<file path="src/rtl/actuator_chain_pkg.sv">
// Shared encodings for the actuator chain sequencer: FSM states,
// per-stage position sensor codes and latched fault codes.
package actuator_chain_pkg;

    typedef enum logic [2:0] {
        ST_INIT     = 3'b000,
        ST_IDLE     = 3'b001,
        ST_MOVE_FWD = 3'b010,
        ST_MOVE_BWD = 3'b011,
        ST_STOP     = 3'b100,
        ST_FAULT    = 3'b101
    } state_t;

    localparam logic [1:0] POS_HOME = 2'b00;
    localparam logic [1:0] POS_END  = 2'b01;
    localparam logic [1:0] POS_MID  = 2'b10;
    localparam logic [1:0] POS_BAD  = 2'b11;

    localparam logic [1:0] FLT_NONE    = 2'b00;
    localparam logic [1:0] FLT_INCONS  = 2'b01;
    localparam logic [1:0] FLT_TIMEOUT = 2'b10;
    localparam logic [1:0] FLT_SENSOR  = 2'b11;

endpackage

</file>
<file path="src/rtl/seq_timeout_timer.sv">
// Per-stage travel watchdog: counts enabled cycles since the last clear
// and holds expired once the count reaches TIMEOUT_CYCLES-1.
module seq_timeout_timer #(
    parameter int unsigned TMR_W          = 24,
    parameter int unsigned TIMEOUT_CYCLES = 16777215
) (
    input  logic i_clk,
    input  logic i_rst_n,
    input  logic clear,
    input  logic enable,
    output logic expired
);

    localparam logic [TMR_W-1:0] LIMIT = TMR_W'(TIMEOUT_CYCLES - 1);

    logic [TMR_W-1:0] count;

    always_ff @(posedge i_clk) begin
        if (!i_rst_n || clear) begin
            count <= '0;
        end else if (enable && !expired) begin
            count <= count + 1'b1;
        end
    end

    assign expired = (count == LIMIT);

endmodule

</file>
<file path="src/rtl/actuator_chain_sequencer.sv">
// Deploys/retracts a chain of two-direction actuators in order, with
// travel timeout, sensor/consistency checking and a latched fault.
module actuator_chain_sequencer
    import actuator_chain_pkg::*;
#(
    parameter int unsigned N_STAGES       = 2,
    parameter int unsigned TIMEOUT_CYCLES = 16777215,
    parameter int unsigned TMR_W          = 24,
    parameter int unsigned IDX_W          = 3
) (
    input  logic                  i_clk,
    input  logic                  i_rst_n,
    input  logic                  i_pull,
    input  logic                  i_press,
    input  logic                  i_fault_clr,
    input  logic [2*N_STAGES-1:0] i_pos,
    output logic [N_STAGES-1:0]   o_fwd,
    output logic [N_STAGES-1:0]   o_bwd,
    output logic [2:0]            o_state,
    output logic [IDX_W-1:0]      o_stage,
    output logic                  o_busy,
    output logic                  o_fault,
    output logic [1:0]            o_fault_code
);

    localparam int unsigned          DEPTH = 2 ** IDX_W;
    localparam logic [IDX_W-1:0]     LAST  = IDX_W'(N_STAGES - 1);
    localparam logic [N_STAGES-1:0]  ONE   = N_STAGES'(1);

    state_t           state, state_nx;
    logic [IDX_W-1:0] idx, idx_nx;
    logic [1:0]       fault_code, code_nx;
    logic             cmd_fwd, cmd_bwd, expired;
    logic             sensor_bad, incons, all_end, above_home;
    logic [IDX_W-1:0] first;
    logic [1:0]       pos_cur;
    logic [1:0]       pos [DEPTH];

    // Pad unused index slots with HOME so pos[idx] is always in range.
    for (genvar g = 0; g < DEPTH; g++) begin : g_pos
        if (g < N_STAGES) begin : g_live
            assign pos[g] = i_pos[2*g +: 2];
        end else begin : g_pad
            assign pos[g] = POS_HOME;
        end
    end

    assign cmd_fwd = i_pull & ~i_press;
    assign cmd_bwd = i_press & ~i_pull;
    assign pos_cur = pos[idx];

    always_comb begin
        sensor_bad = 1'b0;
        incons     = 1'b0;
        all_end    = 1'b1;
        first      = '0;
        above_home = 1'b1;
        for (int unsigned k = 0; k < N_STAGES; k++) begin
            if (pos[IDX_W'(k)] == POS_BAD) sensor_bad = 1'b1;
            if (IDX_W'(k) < idx && pos[IDX_W'(k)] != POS_END) incons = 1'b1;
            if (IDX_W'(k) > idx && pos[IDX_W'(k)] != POS_HOME) incons = 1'b1;
            if (all_end && pos[IDX_W'(k)] != POS_END) begin
                all_end = 1'b0;
                first   = IDX_W'(k);
            end
        end
        for (int unsigned k = 0; k < N_STAGES; k++) begin
            if (IDX_W'(k) > first && pos[IDX_W'(k)] != POS_HOME) above_home = 1'b0;
        end
    end

    always_comb begin
        state_nx = state;
        idx_nx   = idx;
        code_nx  = fault_code;
        unique case (state)
            ST_INIT: begin
                if (all_end) begin
                    idx_nx   = LAST;
                    state_nx = ST_IDLE;
                end else if (above_home && (pos[first] == POS_HOME || pos[first] == POS_MID)) begin
                    idx_nx   = first;
                    state_nx = (pos[first] == POS_MID) ? ST_STOP : ST_IDLE;
                end else begin
                    state_nx = ST_FAULT;
                    code_nx  = FLT_INCONS;
                end
            end
            ST_IDLE, ST_STOP: begin
                if (sensor_bad) begin
                    state_nx = ST_FAULT;
                    code_nx  = FLT_SENSOR;
                end else if (incons) begin
                    state_nx = ST_FAULT;
                    code_nx  = FLT_INCONS;
                end else if (cmd_fwd) begin
                    if (pos_cur != POS_END) begin
                        state_nx = ST_MOVE_FWD;
                    end else if (idx != LAST) begin
                        idx_nx   = idx + 1'b1;
                        state_nx = ST_MOVE_FWD;
                    end
                end else if (cmd_bwd) begin
                    if (pos_cur != POS_HOME) begin
                        state_nx = ST_MOVE_BWD;
                    end else if (idx != '0) begin
                        idx_nx   = idx - 1'b1;
                        state_nx = ST_MOVE_BWD;
                    end
                end
            end
            ST_MOVE_FWD: begin
                if (sensor_bad) begin
                    state_nx = ST_FAULT;
                    code_nx  = FLT_SENSOR;
                end else if (incons) begin
                    state_nx = ST_FAULT;
                    code_nx  = FLT_INCONS;
                end else if (pos_cur == POS_END) begin
                    // Arrival wins over a released button: hand off, then park.
                    if (idx == LAST) begin
                        state_nx = ST_IDLE;
                    end else begin
                        idx_nx   = idx + 1'b1;
                        state_nx = cmd_fwd ? ST_MOVE_FWD : ST_STOP;
                    end
                end else if (!cmd_fwd) begin
                    state_nx = ST_STOP;
                end else if (expired) begin
                    state_nx = ST_FAULT;
                    code_nx  = FLT_TIMEOUT;
                end
            end
            ST_MOVE_BWD: begin
                if (sensor_bad) begin
                    state_nx = ST_FAULT;
                    code_nx  = FLT_SENSOR;
                end else if (incons) begin
                    state_nx = ST_FAULT;
                    code_nx  = FLT_INCONS;
                end else if (pos_cur == POS_HOME) begin
                    if (idx == '0) begin
                        state_nx = ST_IDLE;
                    end else begin
                        idx_nx   = idx - 1'b1;
                        state_nx = cmd_bwd ? ST_MOVE_BWD : ST_STOP;
                    end
                end else if (!cmd_bwd) begin
                    state_nx = ST_STOP;
                end else if (expired) begin
                    state_nx = ST_FAULT;
                    code_nx  = FLT_TIMEOUT;
                end
            end
            ST_FAULT: begin
                if (i_fault_clr && !i_pull && !i_press) begin
                    state_nx = ST_INIT;
                    code_nx  = FLT_NONE;
                end
            end
            default: state_nx = ST_INIT;
        endcase
    end

    always_ff @(posedge i_clk) begin
        if (!i_rst_n) begin
            state      <= ST_INIT;
            idx        <= '0;
            fault_code <= FLT_NONE;
            o_fwd      <= '0;
            o_bwd      <= '0;
            o_busy     <= 1'b0;
            o_fault    <= 1'b0;
        end else begin
            state      <= state_nx;
            idx        <= idx_nx;
            fault_code <= code_nx;
            o_fwd      <= (state_nx == ST_MOVE_FWD) ? (ONE << idx_nx) : '0;
            o_bwd      <= (state_nx == ST_MOVE_BWD) ? (ONE << idx_nx) : '0;
            o_busy     <= (state_nx == ST_MOVE_FWD) || (state_nx == ST_MOVE_BWD);
            o_fault    <= (state_nx == ST_FAULT);
        end
    end

    seq_timeout_timer #(
        .TMR_W          (TMR_W),
        .TIMEOUT_CYCLES (TIMEOUT_CYCLES)
    ) u_timer (
        .i_clk   (i_clk),
        .i_rst_n (i_rst_n),
        .clear   ((state_nx != state) || (idx_nx != idx)),
        .enable  ((state == ST_MOVE_FWD) || (state == ST_MOVE_BWD)),
        .expired (expired)
    );

    assign o_state      = state;
    assign o_stage      = idx;
    assign o_fault_code = fault_code;

endmodule

</file>
<file path="config.mk">
export PLATFORM = sky130hd
export DESIGN_NAME = actuator_chain_sequencer
export DESIGN_NICKNAME = d
export VERILOG_FILES = /design/src/rtl/actuator_chain_pkg.sv /design/src/rtl/seq_timeout_timer.sv /design/src/rtl/actuator_chain_sequencer.sv
export SDC_FILE = /design/constraint.sdc
export NUM_CORES = 1
export LEC_CHECK = 0
export ABC_AREA = 1
export BUFFER_PORTS_ARGS = -buffer_cell sky130_fd_sc_hd__clkbuf_2
export CAP_MARGIN = 5
export CORE_MARGIN = 2
export CORE_UTILIZATION = 60
export DETAILED_ROUTE_END_ITERATION = 7
export PLACE_DENSITY = 0.88
export SLEW_MARGIN = 30
export SYNTH_ARGS = -nofsm -noshare
export SYNTH_HDL_FRONTEND = slang
export SYNTH_SLANG_ARGS = --single-unit
</file>
<file path="constraint.sdc">
create_clock -name i_clk -period 5.9 [get_ports i_clk]
set_input_delay 0.59 -clock i_clk [delete_from_list [all_inputs] [get_ports i_clk]]
set_output_delay 0.59 -clock i_clk [all_outputs]
set_load 0.01 [all_outputs]
</file>
* Word-level counts from Yosys, hierarchy flattened
Index checks and enable logic that the tools add are counted.
** Cells by class
- Multiplexer cells :: 77
- Reductions and logical operators :: 33
- Bitwise operators :: 6
- Add/sub/neg operators :: 3
- Shifts and indexed selects :: 1
- Eq/ne operators :: 28
- Magnitude comparators :: 8
** Operators with widths (count)
- $mux W3 :: 43
- $mux W2 :: 18
- $add A24 B1 Y24 const B :: 1
- $eq A24 B24 Y1 const B :: 1
- $ne A4 B4 Y1 const B :: 4
- $pmux W3 S5 :: 1
- $bmux W2 S3 :: 2
- $eq A3 B2 Y1 const B :: 4
- $gt A1 B3 Y1 const A :: 4
- $pmux W3 S4 :: 1
- $logic_and A1 B1 Y1 :: 11
- $mux W1 :: 11
- $pmux W2 S5 :: 1
- $eq A3 B3 Y1 const B :: 3
- $reduce_and A9 Y1 :: 1
- $ge A4 B4 Y1 const B :: 2
- $not A3 Y4 :: 2
- $eq A2 B2 Y1 const B :: 3
- $eq A3 B1 Y1 const B :: 2
- $logic_not A3 Y1 :: 2
- $lt A1 B3 Y1 const A :: 2
- $ne A2 B1 Y1 const B :: 3
- $ne A2 B2 Y1 const B :: 3
- $ne A3 B3 Y1 :: 2
- 16 further kinds :: 29
** Word-level totals
- Flip-flop bits (word level) :: 38
- Bits of input ports :: 9

* Depth between registers and ports, before layout
Gate-level depths: netlist (run 1).
- Depth after elaboration :: 17
- Mapped depth :: 22
- Depth with buffers taken out :: 19

* Modules after synthesis
Synthesis (run 1) repeated with hierarchy kept, for this count alone.
** Second synthesis, totals
- Cell total of the unflattened synthesis :: 539
- Area, all modules :: 3338.2 µm²
** By module, submodules not included
- actuator_chain_sequencer :: instances 1, area an instance 1811.7 µm², cells each 307
- seq_timeout_timer :: instances 1, area an instance 1526.5 µm², cells each 232

* Least setup slack after synthesis (run 1)
OpenSTA, ideal clock, no wires.
- Kind :: flip-flop to flip-flop
- From :: register idx[1], in the netlist o_stage[1]
- To :: register u_timer.count[1]
- Stages on the path, launching flop included :: 20
- Setup slack :: 3.482 ns
- Path buffers :: 1
- Arrival :: 2.295 ns
- Clock period less this slack :: 2.418 ns
- Path through :: dfxtp_1 -> inv_1 -> ha_1 -> nand2_4 -> nand2_1 -> nand2_2 -> nand2_4 -> nand2_4 -> nor2_8 -> nand2_1 -> nand2_1 -> nand2_1 -> nand2_1 -> nor2_1 -> nand3_1 -> nand2_1 -> nor2_2 -> nand3_4 -> buf_6 -> nor2_4
** On the way
- Word-level cells in the longest chain between the ends :: 14
- Elaborated cells on any way between the ends :: 66
- Classes of those cells :: add/sub (2); order compare (4); eq/ne (6); mux (43); bitwise (1); reduce/logical (10)
** Ends and longest elaborated chain
- start, declared :: line actuator_chain_sequencer.sv:31 : logic [IDX_W-1:0] idx, idx_nx;
- start signal, assigned :: line actuator_chain_sequencer.sv:176 : idx <= idx_nx;
- $not A3 Y4 (not written as such) :: line actuator_chain_sequencer.sv:50 : assign pos_cur = pos[idx];
- $bmux W2 S3 :: line actuator_chain_sequencer.sv:50
- $mux W2 (not written as such) (2 in a row) :: line actuator_chain_sequencer.sv:50
- $reduce_bool A2 Y1 :: line actuator_chain_sequencer.sv:104 : if (pos_cur != POS_HOME) begin
- $mux W3 :: line actuator_chain_sequencer.sv:104
- $mux W3 :: line actuator_chain_sequencer.sv:103 : end else if (cmd_bwd) begin
- $mux W3 :: line actuator_chain_sequencer.sv:96 : end else if (cmd_fwd) begin
- $mux W3 :: line actuator_chain_sequencer.sv:93 : end else if (incons) begin
- $mux W3 :: line actuator_chain_sequencer.sv:90 : if (sensor_bad) begin
- $pmux W3 S5 or $pmux W3 S4 (tied branches) :: line actuator_chain_sequencer.sv:76 : unique case (state)
- $ne A3 B3 Y1 :: line actuator_chain_sequencer.sv:191 : .clear ((state_nx != state) || (idx_nx != idx)),
- $logic_or A1 B1 Y1 (*) :: line actuator_chain_sequencer.sv:191
- $logic_or A1 B1 Y1 (*) :: line seq_timeout_timer.sv:19 : if (!i_rst_n || clear) begin
- end signal, assigned :: line seq_timeout_timer.sv:22 : count <= count + 1'b1;
- end, declared :: line seq_timeout_timer.sv:16 : logic [TMR_W-1:0] count;
Every way passes the cells marked *; elsewhere a longest branch is shown, timed or not. The select of a mux whose other input is x is not followed.
A chain may end at the register's enable or synchronous reset.

* Final worst setup path (run 1)
- From :: register idx[0], in the netlist o_stage[0]
- To :: register u_timer.count[19]
Same word-level chain as after synthesis.

==> reports/results.txt, run 1 <==
Status - finished, final reports clean
Yosys top cell area share - 23.96%
Ranking of synthesized cells by area - dfxtp_1, nand2_1, nor2_1
GR met2 Demand/Resource - 48.77%
Area delta synth->final - 8.668%
Post-synth EDFFs - 0
Crit path launch type - flop
Layout cell share with drive strength beyond 1 - 16.48%
Gp weighted congestion - 0.9768
Final WL - 8039 um
Period utilisation layout - 55.13%
Initial antenna violation count - 0
# diodes - 0
Worst-path clk slew - 80 ps
Async S/R FF share, synth - 0%
FF-to-FF Start - o_stage[0]
Worst Setup End Kind - flop
Worst VDD drop - 0.0003791 V
Met1 Use GR - 36.93%
Clock skew - 10.43 ps
Maxcap violations - 0
DIE WIDTH - 76.75 um
Sequential cell area fraction in the yosys report - 23.96%
Hold Crit Depth - 2
Max-slew headroom - 54.05%
DP Cell Count - 584
Most common cell in the netlist - nand2_1
Avg WL per Cell - 13.58 um
CTS tree - done
Top FF cell, synth - dfxtp_1
Static Leakage - 1.486 nW
Reg2Reg Depth - 15
Yosys top cell by area - dfxtp_1
Hold path start - o_fault_code[1]
Cts repair resizes - 0
Setup bufs post-CTS - 0
CTS Root Cell - clkbuf_8
DRT Pass-1 Iters - 5
First-iteration detailed-routing DRC count - 268
Core ar. - 5107 sq um
IO Port Bufs - 22
Kind of critical path - flop to flop
Synth cell types - 32
Dpl hpwl - 6072 um
Total CTS buffers - 5
Hold Buf Count CTS - 0
Vias - 3,184
Slew Limit Fails - 0
Multi-input logic area - 2074 sq um
Largest net degree at the start of global routing - 25
Post-route minimum period - 3253 ps
Setup TNS - 0 ps
Fmax - 307.4 MHz
GR Layer Usage met3 - 5.882%
# rows - 26
Busiest layer in global routing - met2
First-pass GRT wire length - 13,900 um
Crit path max fanout - 24
Grt ovf - 0
Setup Viol. Count Final - 0
Worst Path Arrival - 3470 ps
Maximum clock path buffer count - 2
I/O pin count - 23
Antenna-violating nets left - 0
Die footprint - 5891 sq um
Post-DR vias/cell - 5.378
Drc violations - 0
Final Net Count - 536
Gr usage total - 29.25%
Non-filler cells, final - 592
Vias in the first global route - 3,105
Mapped Nets - 514
Most frequent cells after synthesis - nand2_1, nor2_1, inv_1
Die H - 76.75 um
Worst hold path type - flop to flop
Setup crit start - o_stage[0]
Synth Instances - 499
Filler Cells Inserted - 466
Synth Register Bits - 38
Yosys warns - 0
Worst skew pair latency - 300 ps
H-tree levels - 2
Final Hold Viols - 0
Worst Tran Pin Value - 689.2 ps
Storage cell area - 760.7 sq um
PwrDens - 427.9 nW/um^2
Worst EP required - 6120 ps
Syn Std Cell Area - 3176 sq um
Initial Utilization - 62.18%
Sink Count - 38
Syn_area_per_cell - 6.364 sq um
RSZ-0062 raised after global routing - no
[sequential cells by signal, indices dropped and copies added, names as in the netlist]
register       cells
o_state            3
o_busy             1
o_bwd              2
o_fwd              2
o_fault_code       2
o_fault            1
o_stage            3
u_timer.count     24
[layout by cell type, fill, tap and decap left out, drive strengths merged]
cell type and n:
o22ai 1, nand3 34, bufinv 2, nor3 6, nand3b 2, inv 72
mux2i 1, o21ai 25, clkbuf 28, nor2 99, ha 6, a21oi 14
nand4 11, nand2 155, dfxtp 38, xor2 17, a21boi 1, nor4 4
xnor2 6
[power by group]
part           internal [mW]  switching (mW)  total (mW)  leakage, nW
Combinational          0.255           0.613       0.869         1.11
Sequential             0.282          0.0483       0.330        0.308
Clock                  0.180          0.0972       0.278       0.0714
[layout make-up]
class	instances	area share (%)
Clock buffer	6	2.393
Clock inverter	2	1.740
Inverter	72	7.977
Multi-Input combinational cell	382	60.12
Sequential cell	38	22.04
Tap cell	70	2.538
Timing Repair Buffer	22	3.191
[metrics by stage]
stage / util (%) / cell area, sq um / worst slack, ps / hold WS [ps] / total power, mW
detailed placement: 64.77 / 3308 / 2701 / 436.6 / 1.188
CTS: 67.56 / 3451 / 2683 / 447.8 / 1.469
finish: 67.56 / 3451 / 2647 / 444.5 / 1.477
floorplan: - / 3176 / 3482 / 467.1 / 1.034
global placement: 64.77 / 3308 / 2833 / 434.7 / 1.181
global route: 67.56 / 3451 / 2436 / 483.6 / 1.596
[worst max-delay path, cell delays in order (launching register included)]
cell     delay (ps)
dfxtp_1         620
inv_2           250
ha_1            310
nand2_4         120
nand2_1          80
nand2_2          80
nand2_4          70
nand3_4         150
nand2_1         100
a21oi_1         190
nor2_1           50
nand2_1         100
nor2_1           60
nor2_2          180
nand3_4         520
nor2_1          240
[final timing paths]
check / endpoint / slack, ps
hold reg to reg: o_fault_code[1] / 440
setup / recovery: u_timer.count[19] / 2650
setup reg to reg: u_timer.count[19] / 2650
hold / removal: o_fault_code[1] / 440
[layer usage]
metal | wire length (um) | part of all wire, %
met1 | 3515 | 44
met2 | 3867 | 48
met3 | 562 | 7.0
met4 | 94 | 1.2
met5 | 0 | 0
[cells by family after synthesis]
kind of cell    count (synthesis)  share of synthesized area [%]
compound gates                 41                          6.935
flops                          38                          23.96
mux                             1                         0.3152
fa+ha+maj                       6                          2.364
simple gates                  311                          49.37
buf+inv                        79                          10.72
xor+xnor                       23                          6.343
Power figures use the tool's default switching activity.
==> inputs of run 2 (changes only) <==
--- a/config.mk
+++ b/config.mk
@@ -5,13 +5,13 @@
 export SDC_FILE = /design/constraint.sdc
 export NUM_CORES = 1
 export LEC_CHECK = 0
-export ABC_AREA = 1
+export ABC_AREA = 0
 export BUFFER_PORTS_ARGS = -buffer_cell sky130_fd_sc_hd__clkbuf_2
 export CAP_MARGIN = 5
 export CORE_MARGIN = 2
 export CORE_UTILIZATION = 60
 export DETAILED_ROUTE_END_ITERATION = 7
-export PLACE_DENSITY = 0.88
+export PLACE_DENSITY = 0.89
 export SLEW_MARGIN = 30
 export SYNTH_ARGS = -nofsm -noshare
 export SYNTH_HDL_FRONTEND = slang
==> constraint.sdc (replaced) <==
create_clock -name i_clk -period 3.02 [get_ports i_clk]
set_input_delay 0.302 -clock i_clk [delete_from_list [all_inputs] [get_ports i_clk]]
set_output_delay 0.302 -clock i_clk [all_outputs]
set_load 0.01 [all_outputs]
==> run 2 against run 1 <==
Compared with the run above: the flow now finishes with violations (DRC); area after synthesis fell by 11%; routed wire length fell by 1.1%; critical path depth fell by 4; register-to-register slack got worse by 2600 ps; via count fell by 6.6%.
==> reports/results.txt, run 2 <==
Status - finished with violations
Failing checks - DRC
Worst hold path type - input port to flop
Post-synthesis compound-gate area fraction - 23.86%
Ranking of synthesized cells by area - dfxtp_1, nor2_1, xnor2_1
Most used cell, CP - buf_4
Worst skew pair latency - 290 ps
Post-route minimum period - 2926 ps
Worst Path Arrival - 3160 ps
Worst Tran Pin Value - 617.3 ps
Commonest non-fill, non-tap cell in the layout - nor2_1
Post-Synth Simple-Gate Area - 29.92%
PwrDens - 513.3 nW/um^2
Sequential cell area fraction in the yosys report - 26.91%
H-tree levels - 2
Most flops, register - u_timer.count
Mapped Nets - 373
Period utilisation layout - 96.90%
Sink Count - 38
Worst-path clk slew - 80 ps
Drc violations - 20
Layout cell share with drive strength beyond 1 - 23.80%
Max-slew headroom - 58.69%
Clock skew - 6.697 ps
Largest family of logic cells by synthesized area - simple AND/OR/NAND/NOR gates
Final Net Count - 409
Buf/Inv on CP - 3
Async S/R FF share, synth - 0%
Final WL - 7950 um
Total CTS buffers - 5
Initial Utilization - 63.60%
Dpl cell area - 3074 sq um
Synth cell types - 70
Syn Std Cell Area - 2826 sq um
Final Hold Viols - 0
Grt ovf - 0
Area share of fa/ha/maj cells after synthesis - 2.656%
Crit path max fanout - 9
Post-synth EDFFs - 0
Core ar. - 4444 sq um
CTS Root Cell - clkbuf_8
Crit-path leading delay family - compound AO/OA/AOI/OAI gates
Maximum clock path buffer count - 2
Most common cell in the netlist - nor2_1
Max reg flops - 24
Die H - 72.64 um
Design Area, Final - 3281 sq um
Worst Setup End Kind - flop
# diodes - 0
Worst EP required - 3250 ps
First-pass GRT wire length - 12,650 um
Gr usage total - 30.40%
Static Leakage - 1.208 nW
Vias - 2,975
Slowest cell on crit path - nor4_2
Syn_area_per_cell - 7.895 sq um
Yosys top cell area share - 26.91%
Maxcap violations - 0
DRT Pass-1 Iters - 8
Worst VDD drop - 0.0005246 V
Core Util, Final - 73.82%
Kind of critical path - flop to flop
I/O pin count - 23
Synth Register Bits - 38
Area delta synth->final - 16.07%
Dpl hpwl - 5649 um
Avg WL per Cell - 17.79 um
DIE WIDTH - 72.64 um
Post-DR vias/cell - 6.655
Most frequent cells in the layout - nor2_1, dfxtp_1, buf_4
Synth Instances - 358
Vias in the first global route - 2,665
Largest net degree at the start of global routing - 26
Setup Viol. Count Final - 0
Antenna-violating nets left - 0
Slew Limit Fails - 0
Die footprint - 5276 sq um
Mux contribution to synthesized area - 3.586%
Fmax - 341.7 MHz
IO Port Bufs - 22
Yosys top cell by area - dfxtp_1
Yosys warns - 0
Most frequent cells after synthesis - nor2_1, dfxtp_1, nand2_1
CTS tree - done
Slowest cell delay on critical path - 400 ps
# rows - 24
First-iteration detailed-routing DRC count - 586
Top FF cell, synth - dfxtp_1
Initial antenna violation count - 0
XOR/XNOR Fraction of Synth Area - 7.747%
Crit path launch type - flop
Gp weighted congestion - 1.028
Cell chain of the critical path - buf_4, mux2i_4, buf_4, nand2_1, a221o_1, a211o_1, nor4_2, o211a_1, nand4_4, buf_4, nor2_1
run 2: changes by cell type in the layout (fill, tap and decap cells not counted), moves of 6 or more:
cell	previous run	this run
inv_1	65	10
a211o_1	0	6
inv_2	6	0
o21ai_0	21	14
xnor2_1	6	13
o211ai_1	0	7
nand2_1	146	22
buf_4	0	26
nor2_1	66	55
nand3_1	30	18
and3_1	0	6
nor2_4	22	0
run 2: repair_timing:
action	in CTS	in global routing
resized for setup	1	4
hold buffers	0	0
pin swaps	1	0
buffers inserted	2	2
gates cloned	0	0
endpoints found under the setup margin	13	29
run 2: worst paths after layout:
path                   startpoint           endpoint  slack, ps  cells after the start
setup / recovery       o_stage[0]  u_timer.count[23]         90                     11
hold / removal            i_rst_n         o_state[0]        320                      2
setup reg to reg       o_stage[0]  u_timer.count[23]         90                     11
hold reg to reg   o_fault_code[1]    o_fault_code[1]        510                      2
run 2: logic make-up (layout without fill, tap and decap cells):
family | after synthesis | in the layout
AND/OR/NAND/NOR | 163 | 163
adder cells (fa/ha/maj) | 6 | 6
AO/OA/AOI/OAI | 87 | 87
buffers and inverters | 30 | 67
XOR/XNOR | 25 | 25
multiplexers | 9 | 9
flip-flops | 38 | 38
run 2: area by class of cell:
class | count | area (sq um)
flip-flops and latches | 38 | 762.0
clock buffers | 6 | 82.58
inverters | 10 | 37.54
well taps | 52 | 65.06
fillers | 328 | 1164
repair buffers | 49 | 325.3
multi-input cells | 290 | 1948
clock inverters | 2 | 60.06
run 2: layer usage:
metal,global-route usage [%],routed length [um],up-vias
met5,0,0,-
met1,42.17,3417,1359
li1,-,-,1375
met2,47.07,3463,187
met3,6.492,766,54
met4,10.08,302,0
run 2: report_power, final:
part	switching [mW]	internal [mW]
Sequential	0.0150	0.521
Clock	0.178	0.352
Combinational	0.372	0.245
Total	0.566	1.12
run 2: stage by stage:
step	power (mW)	setup WS (ps)	std cells	TNS [ps]	hold WS [ps]
2_1_floorplan	0.9377	133.1	358	0	423.7
3_3_place_gp	1.104	-24.39	435	-254.5	485.4
3_5_place_dp	1.103	-70.16	435	-460.0	503.6
4_1_cts	1.639	66.25	445	0	299.3
5_1_grt	1.744	-25.91	447	-25.91	319.0
6_report	1.684	93.55	447	0	315.4
run 2: worst register-to-register path, cell delays in order, from the launching register on:
cell and delay (ps):
dfxtp_2 380, buf_4 210, mux2i_4 310, buf_4 160
nand2_1 50, a221o_1 340, a211o_1 280, nor4_2 400
o211a_1 250, nand4_4 160, buf_4 220, nor2_1 110
